### config.mk
export PLATFORM = sky130hd
export DESIGN_NAME = vga_timing_gen
export DESIGN_NICKNAME = d
export VERILOG_FILES = /design/src/rtl/vga_pkg.sv /design/src/rtl/vga_axis_counter.sv /design/src/rtl/vga_timing_gen.sv
export SDC_FILE = /design/constraint.sdc
export NUM_CORES = 1
export LEC_CHECK = 0
export ABC_CLOCK_PERIOD_IN_PS = 2100
export CAP_MARGIN = 10
export CORE_MARGIN = 2
export CORE_UTILIZATION = 46
export CTS_CLUSTER_SIZE = 10
export DETAILED_ROUTE_END_ITERATION = 7
export GPL_TIMING_DRIVEN = 1
export PLACE_DENSITY = 0.84
export SLEW_MARGIN = 20
export SYNTH_ARGS = -nofsm -noshare
export SYNTH_HDL_FRONTEND = slang
export SYNTH_SLANG_ARGS = --single-unit
export TNS_END_PERCENT = 30
### constraint.sdc
create_clock -name clk -period 2.1 [get_ports clk]
set_clock_uncertainty 0.1 [all_clocks]
set_input_delay 0.21 -clock clk [delete_from_list [all_inputs] [get_ports clk]]
set_output_delay 0.21 -clock clk [all_outputs]
set_load 0.1 [all_outputs]
### src/rtl/vga_pkg.sv
// Shared VGA timing constants (640x480@60) and character-cell geometry
// used by the timing generator and the character-display path.
package vga_pkg;

   localparam int COORD_W = 10;

   localparam int H_VISIBLE_DEF = 640;
   localparam int H_FRONT_DEF   = 16;
   localparam int H_SYNC_DEF    = 96;
   localparam int H_BACK_DEF    = 48;
   localparam int V_VISIBLE_DEF = 480;
   localparam int V_FRONT_DEF   = 10;
   localparam int V_SYNC_DEF    = 2;
   localparam int V_BACK_DEF    = 33;

   localparam int CHAR_W = 8;
   localparam int CHAR_H = 16;

   function automatic logic [COORD_W-1:0] char_col(input logic [COORD_W-1:0] px);
      return px / COORD_W'(CHAR_W);
   endfunction

   function automatic logic [COORD_W-1:0] char_row(input logic [COORD_W-1:0] ln);
      return ln / COORD_W'(CHAR_H);
   endfunction

endpackage

### src/rtl/vga_axis_counter.sv
// Wrap counter for one display axis; count registers on advance, flags are
// combinational and describe the value being loaded (count_next).
module vga_axis_counter
   import vga_pkg::*;
#(
   parameter int VISIBLE = H_VISIBLE_DEF,
   parameter int FRONT   = H_FRONT_DEF,
   parameter int SYNC    = H_SYNC_DEF,
   parameter int BACK    = H_BACK_DEF
) (
   input  logic               clk,
   input  logic               reset,
   input  logic               advance,
   output logic [COORD_W-1:0] count,
   output logic               wrap,
   output logic               visible_next,
   output logic               sync_next
);

   localparam int TOTAL = VISIBLE + FRONT + SYNC + BACK;
   localparam logic [COORD_W-1:0] LAST    = COORD_W'(TOTAL - 1);
   localparam logic [COORD_W-1:0] VIS_END = COORD_W'(VISIBLE);
   localparam logic [COORD_W-1:0] SYNC_LO = COORD_W'(VISIBLE + FRONT);
   localparam logic [COORD_W-1:0] SYNC_HI = COORD_W'(VISIBLE + FRONT + SYNC);

   logic [COORD_W-1:0] count_next;

   always_comb begin
      wrap       = advance && (count == LAST);
      count_next = count;
      if (wrap)
         count_next = '0;
      else if (advance)
         count_next = count + 1'b1;
   end

   assign visible_next = (count_next < VIS_END);
   assign sync_next    = (count_next >= SYNC_LO) && (count_next < SYNC_HI);

   always_ff @(posedge clk) begin
      if (reset)
         count <= '0;
      else
         count <= count_next;
   end

endmodule

### src/rtl/vga_timing_gen.sv
// VGA sync/blank/coordinate generator on clk with a pix_en strobe; sync and blank
// lag x/y by SYNC_DELAY ticks. Define VGA_FRAME_COUNTER_EN to add frame_count.
module vga_timing_gen
   import vga_pkg::*;
#(
   parameter int H_VISIBLE  = H_VISIBLE_DEF,
   parameter int H_FRONT    = H_FRONT_DEF,
   parameter int H_SYNC     = H_SYNC_DEF,
   parameter int H_BACK     = H_BACK_DEF,
   parameter int V_VISIBLE  = V_VISIBLE_DEF,
   parameter int V_FRONT    = V_FRONT_DEF,
   parameter int V_SYNC     = V_SYNC_DEF,
   parameter int V_BACK     = V_BACK_DEF,
   parameter int SYNC_POL   = 0,
   parameter int SYNC_DELAY = 1
) (
   input  logic                clk,
   input  logic                reset,
   input  logic                pix_en,
   output logic                hsync,
   output logic                vsync,
   output logic                blank,
   output logic [COORD_W-1:0]  x,
   output logic [COORD_W-1:0]  y,
   output logic                line_start,
   output logic                frame_start
`ifdef VGA_FRAME_COUNTER_EN
   ,
   output logic [7:0]          frame_count
`endif
);

   localparam logic ACT = (SYNC_POL != 0);

   logic h_wrap, h_vis, h_sync;
   logic v_wrap, v_vis, v_sync;
   logic [SYNC_DELAY:0] hs_pipe, vs_pipe, bl_pipe;

   vga_axis_counter #(
      .VISIBLE(H_VISIBLE), .FRONT(H_FRONT), .SYNC(H_SYNC), .BACK(H_BACK)
   ) u_h_cnt (
      .clk(clk), .reset(reset), .advance(pix_en),
      .count(x), .wrap(h_wrap), .visible_next(h_vis), .sync_next(h_sync)
   );

   vga_axis_counter #(
      .VISIBLE(V_VISIBLE), .FRONT(V_FRONT), .SYNC(V_SYNC), .BACK(V_BACK)
   ) u_v_cnt (
      .clk(clk), .reset(reset), .advance(h_wrap),
      .count(y), .wrap(v_wrap), .visible_next(v_vis), .sync_next(v_sync)
   );

   // Stage 0 loads alongside x/y, so SYNC_DELAY=0 keeps sync aligned with the counters.
   always_ff @(posedge clk) begin
      if (reset) begin
         hs_pipe     <= {(SYNC_DELAY+1){~ACT}};
         vs_pipe     <= {(SYNC_DELAY+1){~ACT}};
         bl_pipe     <= '1;
         line_start  <= 1'b0;
         frame_start <= 1'b0;
      end else begin
         line_start  <= h_wrap;
         frame_start <= h_wrap & v_wrap;
         if (pix_en) begin
            hs_pipe[0] <= h_sync ? ACT : ~ACT;
            vs_pipe[0] <= v_sync ? ACT : ~ACT;
            bl_pipe[0] <= ~(h_vis & v_vis);
            for (int i = 1; i <= SYNC_DELAY; i++) begin
               hs_pipe[i] <= hs_pipe[i-1];
               vs_pipe[i] <= vs_pipe[i-1];
               bl_pipe[i] <= bl_pipe[i-1];
            end
         end
      end
   end

   assign hsync = hs_pipe[SYNC_DELAY];
   assign vsync = vs_pipe[SYNC_DELAY];
   assign blank = bl_pipe[SYNC_DELAY];

`ifdef VGA_FRAME_COUNTER_EN
   always_ff @(posedge clk) begin
      if (reset)
         frame_count <= 8'd0;
      else if (h_wrap & v_wrap)
         frame_count <= frame_count + 8'd1;
   end
`endif

endmodule

==> impl_metrics.csv, run 1 <==
group,metric,value,unit
status,outcome,"complete, but fails checks",
status,violations,"negative setup slack",
floorplan,die_w,61.3,µm
detailed_routing,viasPerCell,5.68,
timing,slew_headroom,64.0,%
clocking,htree_levels,1,
worst_setup_path,required,2.24,ns
clocking,clock_latency,0.33,ns
placed_design,dp_hpwl,2860,µm
logic_synthesis,synthArstFlopShare,0,%
clocking,numCtsBuffers,3,
power,ir_drop,240,µV
timing,min_period,2.23,ns
grt,grt_pass1_vias,1374,
timing,rsz0062_at_grt,"yes",
flow_run,maxCapViolations,0,
floorplan,die_h,61.3,µm
placed_design,place_inst,274,
floorplan,fp.dieArea,3760,µm²
logic_synthesis,syn-cell-area,1510,µm²
final_layout,final_nets,245,
clocking,cts-root-buf,"clkbuf_4",
logic_synthesis,synth_cell_types,42,
detailed_routing,drc,0,
timing,slew_violations,0,
placed_design,post-place-ws,-0.137,ns
grt,antenna_found_initial,0,
final_layout,diodes,0,
timing,period_share,106,%
clocking,cts_tree,"built",
clocking,cts_max_path_buffers,2,
grt,grtUsageTotal,22.1,%
logic_synthesis,synth_commonest_cells,"dfxtp_1 (28), nor2_1 (23), nor3_1 (15), nand2_1 (12), nand3_1 (10)",
detailed_routing,num_vias,1603,
worst_setup_path,crit_path_max_incr_delay,0.38,ns
logic_synthesis,synth_edf_count,0,
floorplan,rows,20,
clocking,cts.sinks,28,
grt,grt_max_degree,19,
logic_synthesis,yosysTopAreaCell,"dfxtp_1",
final_layout,syn_to_final_growth,37.9,%
worst_setup_path,arrival,2.37,ns
detailed_routing,dr.pass1.iters,4,
timing,setup_viol,3,
logic_synthesis,synth_top_area_share,37.1,%
timing,hold_viol,0,
final_layout,postLayoutCoreUtil,67.2,%
timing,setup_slack,-0.133,ns
logic_synthesis,yosysSeqAreaShare,37.1,%
detailed_routing,routedWlPerCell,13.7,µm
logic_synthesis,ys_seq_elements,28,
final_layout,layout.cells.non_filler,282,
final_layout,drive_above_1_share,36.6,%
floorplan,io_pins,28,
grt,grt_pass1_wl,6150,µm
worst_setup_path,crit_fanout,4,
placed_design,place.gp.congestion,0.930,
power,p_leak,0.838,nW
worst_setup_path,crit_chain,"ha_2, nand4_1, buf_4, nor4_4, xnor2_1, nor2_1, o211ai_1, o31a_1",
logic_synthesis,synth_area_leaders,"dfxtp_1 (37%), nor2_1 (5.7%), xnor2_1 (5.2%)",
worst_setup_path,critPathSlowestCell,"dfxtp_4",
floorplan,start_util,48.8,%
logic_synthesis,yosysWarnings,0,
worst_setup_path,crit_path_start_kind,"register",
power,power_density,423,nW/µm²
grt,grt_overflow,0,
detailed_routing,drt_iter0_drc,134,
clocking,clk_pin_slew,0.14,ns
logic_synthesis,synth_cells,185,
worst_setup_path,endpoint_kind,"register",
logic_synthesis,synth_fp_nets,191,
worst_setup_path,path_class,"register to register",
timing,tightest_slew,0.527,ns
placed_design,portBuffers,27,
detailed_routing,wl,3880,µm
min_path,min_path_type,"register to register",
logic_synthesis,synth_area_per_cell,8.18,µm²
detailed_routing,final_antenna_net_count,0,
timing,max_freq,448,MHz
logic_synthesis,synth.most_common_cell,"dfxtp_1",
floorplan,core,3100,µm²
logic_synthesis,synth_ff_type,"dfxtp_1",
layer usage:
layer / up-vias / part of all wire (%) / global-route usage, %
li1: 769 / - / -
met1: 756 / 42 / 28.3
met2: 64 / 48 / 36.2
met3: 14 / 6.2 / 3.15
met4: 0 / 3.2 / 11.2
met5: - / 0 / 0
state kept, by name (all words and copies together) (netlist names):
register,cells
bl_pipe,2
frame_start,1
hs_pipe,2
line_start,1
u_h_cnt.count,10
u_v_cnt.count,10
vs_pipe,2
worst max-delay path: cells and delay by family, from the launching register on:
kind,cells,cell delay [ns]
adder cells (fa/ha/maj),1,0.20
AO/OA/AOI/OAI,2,0.45
XOR/XNOR,1,0.14
flip-flops,1,0.38
AND/OR/NAND/NOR,3,0.62
buffers and inverters,1,0.24
cell type report:
| type | instances | area, µm² |
|---|---|---|
| clock buffer | 3 | 22.5 |
| clock inverter | 1 | 3.75 |
| fill | 267 | 1020 |
| inverter | 5 | 18.8 |
| multi-input combinational | 140 | 923 |
| sequential | 28 | 599 |
| tap | 44 | 55.1 |
| timing repair buffer | 61 | 463 |
path summary, 6_finish.rpt:
kind | start | end | slack, ns | cells past startpoint
setup / recovery | u_h_cnt.count[0] | vs_pipe[0] | -0.13 | 8
hold / removal | hs_pipe[0] | hs_pipe[1] | 0.38 | 1
setup reg to reg | u_h_cnt.count[0] | vs_pipe[0] | -0.13 | 8
hold reg to reg | hs_pipe[0] | hs_pipe[1] | 0.38 | 1
stage by stage:
step	setup TNS, ns	total power, mW	hold slack (ns)	cell area [µm²]
3_5_place_dp	-0.369	0.669	0.356	1980
5_1_grt	-1.03	0.920	0.425	2090
4_1_cts	-0.0552	0.893	0.389	2040
6_report	-0.252	0.881	0.381	2090
3_3_place_gp	-0.325	0.668	0.350	1980
2_1_floorplan	-1.27	0.635	0.333	1550
power breakdown:
part	internal (mW)	leakage, nW	switching, mW
Sequential	0.534	0.238	0.00547
Combinational	0.0364	0.585	0.0826
Clock	0.0700	0.0154	0.153
Total	0.640	0.838	0.241
kinds of logic after synthesis:
kind of cell,Yosys count,synth area share [%]
compound gates,27,12.7
xor+xnor,17,9.84
fa+ha+maj,3,2.48
buf+inv,17,5.05
flops,28,37.1
mux,1,0.662
simple gates,92,32.3
cell usage in the layout, fill, tap and decap left out, types with 3 or more instances in the layout:
master    synthesis  final
nor3_1           15     14
dfxtp_1          28     11
nor4_4            1      3
dfxtp_2           0     10
dfxtp_4           0      7
nand4_1           8      8
buf_4             1     59
or3_1             4      4
nand3_1          10     10
xnor2_1           9      9
nor2_1           23     23
a21oi_1           3      3
inv_1             5      5
clkbuf_4          0      3
xor2_1            8      8
a211o_1           3      3
nor2b_1           5      5
and3_1            3      3
o21ai_0           6      6
nand2_1          12     12
repair_timing:
item	CTS	global route
pin swaps	3	7
hold buffers	0	0
endpoints found under the setup margin	12	12
setup buffers	1	3
gates resized for setup	4	4
Power figures use the tool's default switching activity.
==> run 2, diff against run 1 <==
Settings changed: CORE_ASPECT_RATIO set to 0.9.
==> run 2 against run 1 <==
Sequential share of layout area increased by 0.44 points. Die area barely moved. Register-to-register slack better by 0.08 ns. Combinational power grew 3%. Largest power group unchanged. Clock power increased by 39%. Worst hold slack better by 0.0014 ns. The run still ends with negative setup slack left. Sequential power about the same. Fmax is 3.6% higher. Critical path depth down 2. Non-clock buffer count shrank 5.
==> impl_metrics.csv, run 2 (synthesis gave the netlist of run 1 again) <==
group,metric,value,unit
floorplan,io_pins,28,
floorplan,rows,19,
timing,setup_viol,3,
final_layout,final_nets,240,
grt,grt_max_degree,19,
timing,rsz0062_at_grt,"yes",
worst_setup_path,crit_path_start_kind,"register",
worst_setup_path,arrival,2.30,ns
detailed_routing,dr.pass1.iters,4,
final_layout,fillCellCount,255,
status,outcome,"complete, but fails checks",
detailed_routing,num_vias,1538,
grt,grt_pass1_vias,1370,
grt,grtUsageTotal,21.5,%
timing,slew_headroom,63.0,%
floorplan,die_h,58.4,µm
power,p_leak,0.796,nW
final_layout,final_cell_mix,"buf_4 (53), nor2_1 (23), nor3_1 (15)",
timing,setup_slack,-0.0554,ns
clocking,cts_max_path_buffers,2,
timing,whs,0.383,ns
clocking,cts.sinks,28,
placed_design,post_dp_cell_area,1980,µm²
worst_setup_path,required,2.24,ns
clocking,cts-root-buf,"clkbuf_4",
power,power_density,473,nW/µm²
timing,period_share,103,%
detailed_routing,drt_iter0_drc,92,
timing,slew_violations,0,
status,violations,"negative setup slack",
final_layout,diodes,0,
final_layout,drive_above_1_share,34.8,%
worst_setup_path,crit_fanout,7,
clocking,hold_buffers,0,
detailed_routing,drc,0,
timing,min_period,2.16,ns
detailed_routing,final_antenna_net_count,0,
clocking,htree_levels,1,
timing,hold_viol,0,
grt,grt_overflow,0,
floorplan,fp.dieArea,3760,µm²
floorplan,die_w,64.4,µm
final_layout,top_regs,"u_h_cnt.count x10, u_v_cnt.count x10",
placed_design,portBuffers,27,
worst_setup_path,endpoint_kind,"register",
detailed_routing,routedWlPerCell,13.7,µm
clocking,clock_latency,0.33,ns
final_layout,final_cell_area,2050,µm²
grt,grt_pass1_wl,6400,µm
timing,tightest_slew,0.549,ns
flow_run,maxCapViolations,0,
grt,antenna_found_initial,0,
placed_design,dp_hpwl,2750,µm
floorplan,core,3090,µm²
floorplan,start_util,48.9,%
clocking,cts_tree,"built",
detailed_routing,viasPerCell,5.59,
worst_setup_path,path_class,"register to register",
final_layout,layout_commonest_cell,"buf_4",
min_path,min_path_type,"register to register",
final_layout,syn_to_final_growth,35.8,%
detailed_routing,wl,3770,µm
power,ir_drop,429,µV
placed_design,place.gp.congestion,0.890,
clocking,numCtsBuffers,3,
clocking,clk_pin_slew,0.15,ns
timing,max_freq,464,MHz
==> run 2: power by group <==
| part | switching, mW | internal [mW] |
|---|---|---|
| registers | 0.00552 | 0.534 |
| clock network | 0.164 | 0.146 |
| logic | 0.0834 | 0.0395 |
| total | 0.253 | 0.719 |
==> run 2: routing by layer <==
layer / wire (µm) / global-route usage (%)
met5: 0 / 0
met4: 46 / 4.56
met3: 203 / 4.21
met2: 1730 / 36.9
met1: 1780 / 28.5
==> run 2: timing repair <==
action / 4_1_cts / 5_1_grt
setup buffers: 0 / 0
pin swaps: 2 / 0
setup endpoints to repair: 4 / 5
gates resized for setup: 4 / 1
==> run 2: final timing paths <==
check,from,end,slack [ns],depth (start not counted)
max reg2reg,u_h_cnt.count[5],vs_pipe[0],-0.06,6
min,hs_pipe[0],hs_pipe[1],0.38,1
max,u_h_cnt.count[5],vs_pipe[0],-0.06,6
min reg2reg,hs_pipe[0],hs_pipe[1],0.38,1
==> run 2: worst max-delay path: stages (launching register included) <==
cell and delay, ns:
dfxtp_4 0.37, or4b_4 0.59, nor4_1 0.32, xnor2_1 0.13
nor2_1 0.12, o211ai_1 0.12, o31a_1 0.31
==> run 2: per-stage QoR <==
stage	instances	util [%]	power (mW)	TNS (ns)	setup slack (ns)
CTS	275	66.3	0.989	-0.0687	-0.0409
floorplan	185	-	0.635	-1.27	-0.318
global placement	271	64.2	0.671	-0.421	-0.181
finish	275	66.5	0.972	-0.126	-0.0554
global route	275	66.5	1.01	-0.365	-0.151
detailed placement	271	64.2	0.674	-0.483	-0.168
==> run 2: final cells by class <==
cell class	count	area (µm²)	share of cell area (%)
clock buffer	4	47.5	2.31
multi-input combinational	140	898	43.7
tap	42	52.6	2.56
inverter	5	18.8	0.914
timing repair buffer	56	438	21.3
sequential	28	599	29.2
